--- config.mk ---
export PLATFORM = sky130hd
export DESIGN_NAME = ram_param
export DESIGN_NICKNAME = d
export VERILOG_FILES = /design/src/rtl/ram_param.sv
export SDC_FILE = /design/constraint.sdc
export NUM_CORES = 1
export LEC_CHECK = 0
export ABC_AREA = 0
export CORE_UTILIZATION = 55
export DETAILED_ROUTE_END_ITERATION = 12
export HOLD_SLACK_MARGIN = 0.03
export PLACE_DENSITY = 0.76
export SETUP_SLACK_MARGIN = 0.1
export SYNTH_ARGS = -nofsm -noshare
export SYNTH_HDL_FRONTEND = slang
export SYNTH_SLANG_ARGS = --single-unit
--- constraint.sdc ---
create_clock -name clk -period 3.93 [get_ports clk]
set_input_delay 0.786 -clock clk [delete_from_list [all_inputs] [get_ports clk]]
set_output_delay 0.786 -clock clk [all_outputs]
set_load 0.03 [all_outputs]
--- src/rtl/ram_param.sv ---
// Single-port parameterised RAM with registered read, selectable read/write collision
// behaviour, and a one-word-per-cycle clear sweep started by reset or by a clr pulse.
module ram_param #(
   parameter int DATA_W      = 8,
   parameter int ADDR_W      = 3,
   parameter bit WRITE_FIRST = 1'b0
) (
   input  logic              clk,
   input  logic              rst,
   input  logic [ADDR_W-1:0] addr,
   input  logic [DATA_W-1:0] data_in,
   input  logic              wr_en,
   input  logic              rd_en,
   input  logic              clr,
   output logic [DATA_W-1:0] data_out,
   output logic              rd_valid,
   output logic              busy
);
   localparam int DEPTH = 2 ** ADDR_W;

   typedef enum logic {IDLE, CLEAR} state_t;

   state_t            state, state_nxt;
   logic [ADDR_W-1:0] ptr, ptr_nxt;
   logic [DATA_W-1:0] mem [DEPTH];

   logic              mem_we;
   logic [ADDR_W-1:0] mem_wa;
   logic [DATA_W-1:0] mem_wd;
   logic              rd_go;

   always_comb begin
      state_nxt = state;
      ptr_nxt   = ptr;
      unique case (state)
         IDLE: begin
            if (clr) begin
               state_nxt = CLEAR;
               ptr_nxt   = '0;
            end
         end
         CLEAR: begin
            // Stop on the terminal address rather than wrapping into a second sweep
            if (ptr == ADDR_W'(DEPTH - 1)) state_nxt = IDLE;
            else                           ptr_nxt   = ptr + 1'b1;
         end
         default: state_nxt = IDLE;
      endcase
   end

   always_ff @(posedge clk) begin
      if (rst) begin
         state <= CLEAR;
         ptr   <= '0;
      end else begin
         state <= state_nxt;
         ptr   <= ptr_nxt;
      end
   end

   assign busy = (state == CLEAR);

   // clr wins over wr_en/rd_en in IDLE; the sweep owns the write port while busy
   always_comb begin
      mem_we = 1'b0;
      mem_wa = addr;
      mem_wd = data_in;
      rd_go  = 1'b0;
      if (!rst) begin
         if (state == CLEAR) begin
            mem_we = 1'b1;
            mem_wa = ptr;
            mem_wd = '0;
         end else if (!clr) begin
            mem_we = wr_en;
            rd_go  = rd_en;
         end
      end
   end

   always_ff @(posedge clk) begin
      if (mem_we) mem[mem_wa] <= mem_wd;
   end

   always_ff @(posedge clk) begin
      if (rst) begin
         data_out <= '0;
         rd_valid <= 1'b0;
      end else begin
         rd_valid <= rd_go;
         if (rd_go) data_out <= (WRITE_FIRST && wr_en) ? data_in : mem[addr];
      end
   end
endmodule

==> reports/qor_table.md, run 1 <==
| Item | Value | Unit |
| --- | --- | --- |
| Run status | finished, final reports clean | - |
| Maximum fanout along the worst path | 9 | - |
| Boundary pin count | 26 | - |
| Per-cell via count in the routed design | 5.89 | - |
| Net Count, Synth | 215 | - |
| Starting Density | 57.1 | % |
| 1st-pass router iterations | 4 | - |
| Number of synthesized flops with an enable pin | 64 | - |
| Startpoint of the worst register-to-register path | busy | - |
| RSZ-0062 raised after global routing | no | - |
| Startpoint type of the worst setup path | input pin | - |
| Total Neg Setup Slack | 0 | ns |
| Commonest cells after routing, fill and taps aside | 64 x sky130_fd_sc_hd__edfxtp_1, 33 x sky130_fd_sc_hd__mux2i_1, 24 x sky130_fd_sc_hd__clkdlybuf4s50_1 | - |
| Post-placement setup slack | 0.873 | ns |
| CTS clock-pin slew for the worst setup and hold paths | 0.07 | ns |
| Transition time at the pin with the least slew margin | 0.754 | ns |
| Area of the mapped netlist | 3150 | um^2 |
| Number of nets in the layout | 242 | - |
| Core box area | 5510 | um^2 |
| Share of layout cells above drive strength 1 | 7.86 | % |
| Input/output buffers | 25 | - |
| Type of destination of the critical path | register | - |
| Total of flip-flops plus latches after synthesis | 77 | - |
| CTS tree | done | - |
| Achievable clock frequency | 366 | MHz |
| Maximum level of the CTS H-tree | 3 | - |
| DRC Markers | 0 | - |
| Worst min path class | register to register | - |
| Mapped Cells | 197 | - |
| Relative area change from synthesis to final layout | 12.8 | % |
| Count of standard-cell rows | 27 | - |
| Worst setup path category | input pin to register | - |
| PwrDens | 426 | nW/um^2 |
| Hold EP | data_out[7] | - |
| Hold bufs inserted after CTS | 0 | - |
| Worst Hold Launch | data_out[7] | - |
| Total Die Area | 6030 | um^2 |
| Worst skew pair latency | 0.34 | ns |
| DP Wirelength | 4.56 | mm |
| Maximum clock skew at final layout | 0.00970 | ns |
| First-pass GRT wire length | 9.87 | mm |
| Diodes inserted | 0 | - |
| Portion of the post-synthesis area used by sequential elements | 69.4 | % |
| Reported max-cap violation count | 0 | - |
| Total leakage power | 1.25 | nW |
| Maximum number of pins on one net before global-route repair | 20 | - |
| Start point of the critical path | addr[2] | - |
| CTS resizes | 0 | - |
| Number of routed nets with antenna violations | 0 | - |
| Depth of the worst register-to-register path | 3 | - |
| Final worst-path setup slack | 1.20 | ns |
| Number of cells in the design after placement | 285 | - |
| Worst reg-to-reg setup slack | 1.91 | ns |
| Cell chain of the critical path | clkdlybuf4s50_1, nor2b_1, a21oi_1, nor2_1 | - |
| Number of global-route vias before repair | 1796 | - |
| Number of standard cells in the layout, taps in and fillers out | 301 | - |
| Setup violations, final | 0 | - |
| Initial antenna violation count | 0 | - |
| Vert. Die Dim | 77.6 | um |
| Post-route fraction of the period consumed by the critical path | 69.4 | % |
| Most instantiated flip-flop cell in the synthesis netlist | sky130_fd_sc_hd__edfxtp_1 | - |
| Synthesis warning total | 0 | - |
| Worst-case clock buffer depth | 2 | - |
| Synth cell types | 29 | - |
| Inserted Clock Buffers | 9 | - |
| Register Area | 2180 | um^2 |
| Average instance area after synthesis | 16.0 | um^2 |
| Utilization after layout | 64.5 | % |
| Final-layout fill cell count | 391 | - |
| Tightest slew margin relative to the limit | 49.7 | % |
| Final Wtd Congestion | 0.834 | - |
| WL per Instance | 21.7 | um |
| Slew Viols, Final | 0 | - |
| Final Hold Violating Endpoints | 0 | - |
| Global-route usage over all layers | 23.9 | % |
| First-iteration detailed-routing DRC count | 128 | - |
| Fin Hold WS | 0.474 | ns |
| Area of the multi-input gates | 863 | um^2 |
| Capture point of the worst reg-to-reg path | mem[5][4] | - |
| Die X | 77.6 | um |
| Number of clock sinks seen by CTS | 77 | - |
| Hold Path Depth | 1 | - |
| Required @ worst endpoint | 3.90 | ns |
| Crit path max-delay cell type | sky130_fd_sc_hd__nor2b_1 | - |
| Sum of overflow across all layers after global routing | 0 | - |
| CP max stage delay | 0.63 | ns |
| WL final | 6.54 | mm |
| Count of buffers added by post-CTS timing repair for setup | 0 | - |
| Tmin final | 2.73 | ns |
| Vias | 1773 | - |
| Commonest non-fill, non-tap cell in the layout | sky130_fd_sc_hd__edfxtp_1 | - |
| Async set or reset register ratio after synthesis | 0 | % |
| Peak VDD IR | 0.298 | mV |
| Cell at the root of the clock tree | sky130_fd_sc_hd__clkbuf_8 | - |
| Crit path arrival time | 2.70 | ns |
[area by class of cell]
class                           instances  area share (%)
Inverter                                1           0.247
Clock inverter                          2           0.282
Tap cell                               72            2.54
Timing Repair Buffer                   26            7.12
Clock buffer                           14            4.02
Multi-Input combinational cell        109            24.3
Sequential cell                        77            61.5
[sequential cells by signal, summed over array words and instances (netlist names)]
name and count:
busy 1, data_out 8, mem 64, ptr 3, rd_valid 1
[cell usage after synthesis, types with 3 or more instances]
| master | number | area [um^2] |
|---|---|---|
| sky130_fd_sc_hd__mux2i_1 | 33 | 330 |
| sky130_fd_sc_hd__a22oi_1 | 16 | 120 |
| sky130_fd_sc_hd__a21oi_1 | 6 | 30.0 |
| sky130_fd_sc_hd__nand2b_1 | 4 | 25.0 |
| sky130_fd_sc_hd__nand3_1 | 3 | 15.0 |
| sky130_fd_sc_hd__nor2_1 | 10 | 37.5 |
| sky130_fd_sc_hd__buf_2 | 4 | 20.0 |
| sky130_fd_sc_hd__and2_1 | 9 | 56.3 |
| sky130_fd_sc_hd__nand2_1 | 3 | 11.3 |
| sky130_fd_sc_hd__nor2b_1 | 4 | 25.0 |
| sky130_fd_sc_hd__edfxtp_1 | 64 | 1920 |
| sky130_fd_sc_hd__a32o_1 | 8 | 80.1 |
| sky130_fd_sc_hd__dfxtp_1 | 13 | 260 |
[through the flow]
step / power, mW / cell area, um^2
3_5_place_dp: 1.05 / 3400
2_1_floorplan: 1.01 / 3150
5_1_grt: 1.56 / 3550
6_report: 1.51 / 3550
4_1_cts: 1.52 / 3550
3_3_place_gp: 1.05 / 3400
[cell families (layout without fill, tap and decap cells)]
logic type,after synthesis,in the layout,share of synthesized area [%]
AO/OA/AOI/OAI,33,33,8.08
AND/OR/NAND/NOR,41,41,8.07
multiplexers,33,33,10.5
adder cells (fa/ha/maj),2,2,0.795
buffers and inverters,11,43,3.18
flip-flops,77,77,69.4
[power by group]
part | total [mW] | switching, mW | internal [mW]
Clock | 0.479 | 0.251 | 0.228
Sequential | 0.921 | 0.0113 | 0.910
Combinational | 0.113 | 0.0700 | 0.0433
[how the worst max path moves through the flow]
| stage | slack [ns] | end | depth (start not counted) |
|---|---|---|---|
| after floorplan | 1.74 | mem[0][0] | 5 |
| after global placement | 1.03 | mem[5][6] | 4 |
| after CTS | 1.24 | mem[5][6] | 4 |
| after detailed placement | 0.87 | mem[5][6] | 4 |
| after global routing | 1.11 | mem[5][7] | 4 |
| final | 1.20 | mem[5][4] | 4 |
[critical path: cells and delay by family]
family	cells	cell delay, ns
AOI/OAI and AO/OA	1	0.21
and+or+nand+nor	2	1.18
buffers and inverters	1	0.52
[routing by layer]
layer	share of wire [%]	track usage (%)
met5	0	0
met2	50	37.2
met3	5.5	4.59
met4	2.7	14.2
met1	42	31.4
(Power assumes the default switching activity.)
==> run 2, diff against run 1 <==
==> constraint.sdc (replaced) <==
create_clock -name clk -period 2.55 [get_ports clk]
set_input_delay 0.51 -clock clk [delete_from_list [all_inputs] [get_ports clk]]
set_output_delay 0.51 -clock clk [all_outputs]
set_load 0.03 [all_outputs]
==> run 2 against run 1 <==
  * Clock skew shrank 0.0036 ns
  * Final area grew 4.0%
  * Setup slack lost 0.82 ns
  * Wire length shrank 0.53%
  * Core utilization grew 2.6 points
  * Total power grew 68%
  * Sequential power grew 54%
  * Critical path type is now register to output port
  * Largest cell class unchanged
  * Largest power group unchanged
==> reports/qor_table.md, run 2 (synthesis results as in run 1) <==
| Item | Value | Unit |
| --- | --- | --- |
| Core box area | 5510 | um^2 |
| DRC Markers | 0 | - |
| Achievable clock frequency | 461 | MHz |
| Setup violations, final | 0 | - |
| Commonest non-fill, non-tap cell in the layout | sky130_fd_sc_hd__edfxtp_1 | - |
| Worst min path class | register to register | - |
| Post-placement setup slack | 0.191 | ns |
| 1st-pass router iterations | 4 | - |
| Share of layout cells above drive strength 1 | 13.3 | % |
| Post-route fraction of the period consumed by the critical path | 85.1 | % |
| Flip-flop count of the largest register, all copies and words added | 64 | - |
| Total Neg Setup Slack | 0 | ns |
| Number of nets in the layout | 254 | - |
| Hold EP | data_out[0] | - |
| Top cell family by delay on the critical path | buffers and inverters | - |
| Transition time at the pin with the least slew margin | 0.625 | ns |
| Worst reg-to-reg setup slack | 0.71 | ns |
| Startpoint type of the worst setup path | register | - |
| Starting Density | 57.1 | % |
| Worst-case clock buffer depth | 2 | - |
| Maximum fanout along the worst path | 14 | - |
| Cell at the root of the clock tree | sky130_fd_sc_hd__clkbuf_8 | - |
| Per-cell via count in the routed design | 5.94 | - |
| Capture point of the worst reg-to-reg path | mem[0][5] | - |
| Maximum level of the CTS H-tree | 3 | - |
| Die X | 77.6 | um |
| Number of routed nets with antenna violations | 0 | - |
| Startpoint of the worst register-to-register path | busy | - |
| CTS resizes | 0 | - |
| Number of standard cells in the layout, taps in and fillers out | 312 | - |
| Tmin final | 2.17 | ns |
| Total Die Area | 6030 | um^2 |
| CTS clock-pin slew for the worst setup and hold paths | 0.07 | ns |
| Slew Viols, Final | 0 | - |
| Hold Path Depth | 1 | - |
| Global-route usage over all layers | 24.4 | % |
| WL per Instance | 20.9 | um |
| Vert. Die Dim | 77.6 | um |
| Vias | 1854 | - |
| Overall Power | 2.54 | mW |
| Crit path arrival time | 1.66 | ns |
| Final Hold Violating Endpoints | 0 | - |
| Diodes inserted | 0 | - |
| Worst Hold Launch | data_out[0] | - |
| DP Wirelength | 4.60 | mm |
| WL final | 6.51 | mm |
| Boundary pin count | 26 | - |
| Tightest slew margin relative to the limit | 58.2 | % |
| Reported max-cap violation count | 0 | - |
| Final worst-path setup slack | 0.380 | ns |
| PwrDens | 688 | nW/um^2 |
| Inserted Clock Buffers | 9 | - |
| Number of cells in the design after placement | 297 | - |
| Worst skew pair latency | 0.34 | ns |
| Maximum clock skew at final layout | 0.00611 | ns |
| Crit path max-delay cell type | sky130_fd_sc_hd__clkdlybuf4s50_1 | - |
| Required @ worst endpoint | 2.04 | ns |
| Initial antenna violation count | 0 | - |
| Peak VDD IR | 0.489 | mV |
| Buffers & Inverters on Critical Path | 1 | - |
| Sum of overflow across all layers after global routing | 0 | - |
| Commonest cells after routing, fill and taps aside | 64 x sky130_fd_sc_hd__edfxtp_1, 33 x sky130_fd_sc_hd__mux2i_1, 24 x sky130_fd_sc_hd__clkdlybuf4s50_1 | - |
| Number of clock sinks seen by CTS | 77 | - |
| Largest reg by FF count | mem | - |
| Hold bufs inserted after CTS | 0 | - |
| Cell chain of the critical path | clkdlybuf4s50_1 | - |
| First-iteration detailed-routing DRC count | 182 | - |
| CTS tree | done | - |
| Number of global-route vias before repair | 1910 | - |
| RSZ-0062 raised after global routing | no | - |
| Worst setup path category | register to output port | - |
| Final Wtd Congestion | 0.859 | - |
| Run status | finished, final reports clean | - |
| Type of destination of the critical path | output port | - |
| Relative area change from synthesis to final layout | 17.3 | % |
| Depth of the worst register-to-register path | 3 | - |
| Regs by FF count | mem (64), data_out (8), ptr (3) | - |
| Input/output buffers | 25 | - |
| Total leakage power | 1.33 | nW |
| CP max stage delay | 0.76 | ns |
| Maximum number of pins on one net before global-route repair | 33 | - |
| Count of buffers added by post-CTS timing repair for setup | 0 | - |
| Count of standard-cell rows | 27 | - |
| First-pass GRT wire length | 10.2 | mm |
[run 2: cell type report]
| type | instances | area [um^2] |
|---|---|---|
| sequential | 77 | 2180 |
| multi-input combinational | 109 | 863 |
| clock inverter | 5 | 76.3 |
| tap | 72 | 90.1 |
| fill | 373 | 1820 |
| timing repair buffer | 38 | 343 |
| clock buffer | 10 | 128 |
| inverter | 1 | 8.76 |
[run 2: power breakdown]
group          internal, mW  switching, mW
Combinational        0.0770          0.109
Clock                 0.541          0.396
Sequential             1.40         0.0171
[run 2: through the flow]
step                      cell area [um^2]  hold WS, ns  util, %
after floorplan                       3150        0.481        -
after global placement                3490        0.453     63.3
after detailed placement              3490        0.458     63.3
final                                 3690        0.468     67.0
after global routing                  3690        0.490     67.0
after CTS                             3690        0.474     67.0
[run 2: worst max-delay path by stage]
stage,from,to,slack [ns],cells after the start
6_report,busy,busy,0.38,1
5_1_grt,busy,busy,0.28,1
3_3_place_gp,clr,mem[1][5],0.29,4
2_1_floorplan,addr[0],mem[0][0],0.64,5
4_1_cts,busy,busy,0.37,1
3_5_place_dp,clr,mem[0][4],0.19,4
[run 2: metal layers]
metal  share of wire, %  global-route usage [%]  wire length, um  vias to the layer above
li1                   -                       -                -                      849
met1                 40                    30.6             2590                      931
met2                 52                    40.1             3370                       65
met3                7.0                    8.59              454                        9
met4                1.4                    6.60               94                        0
met5                  0                       0                0                        -
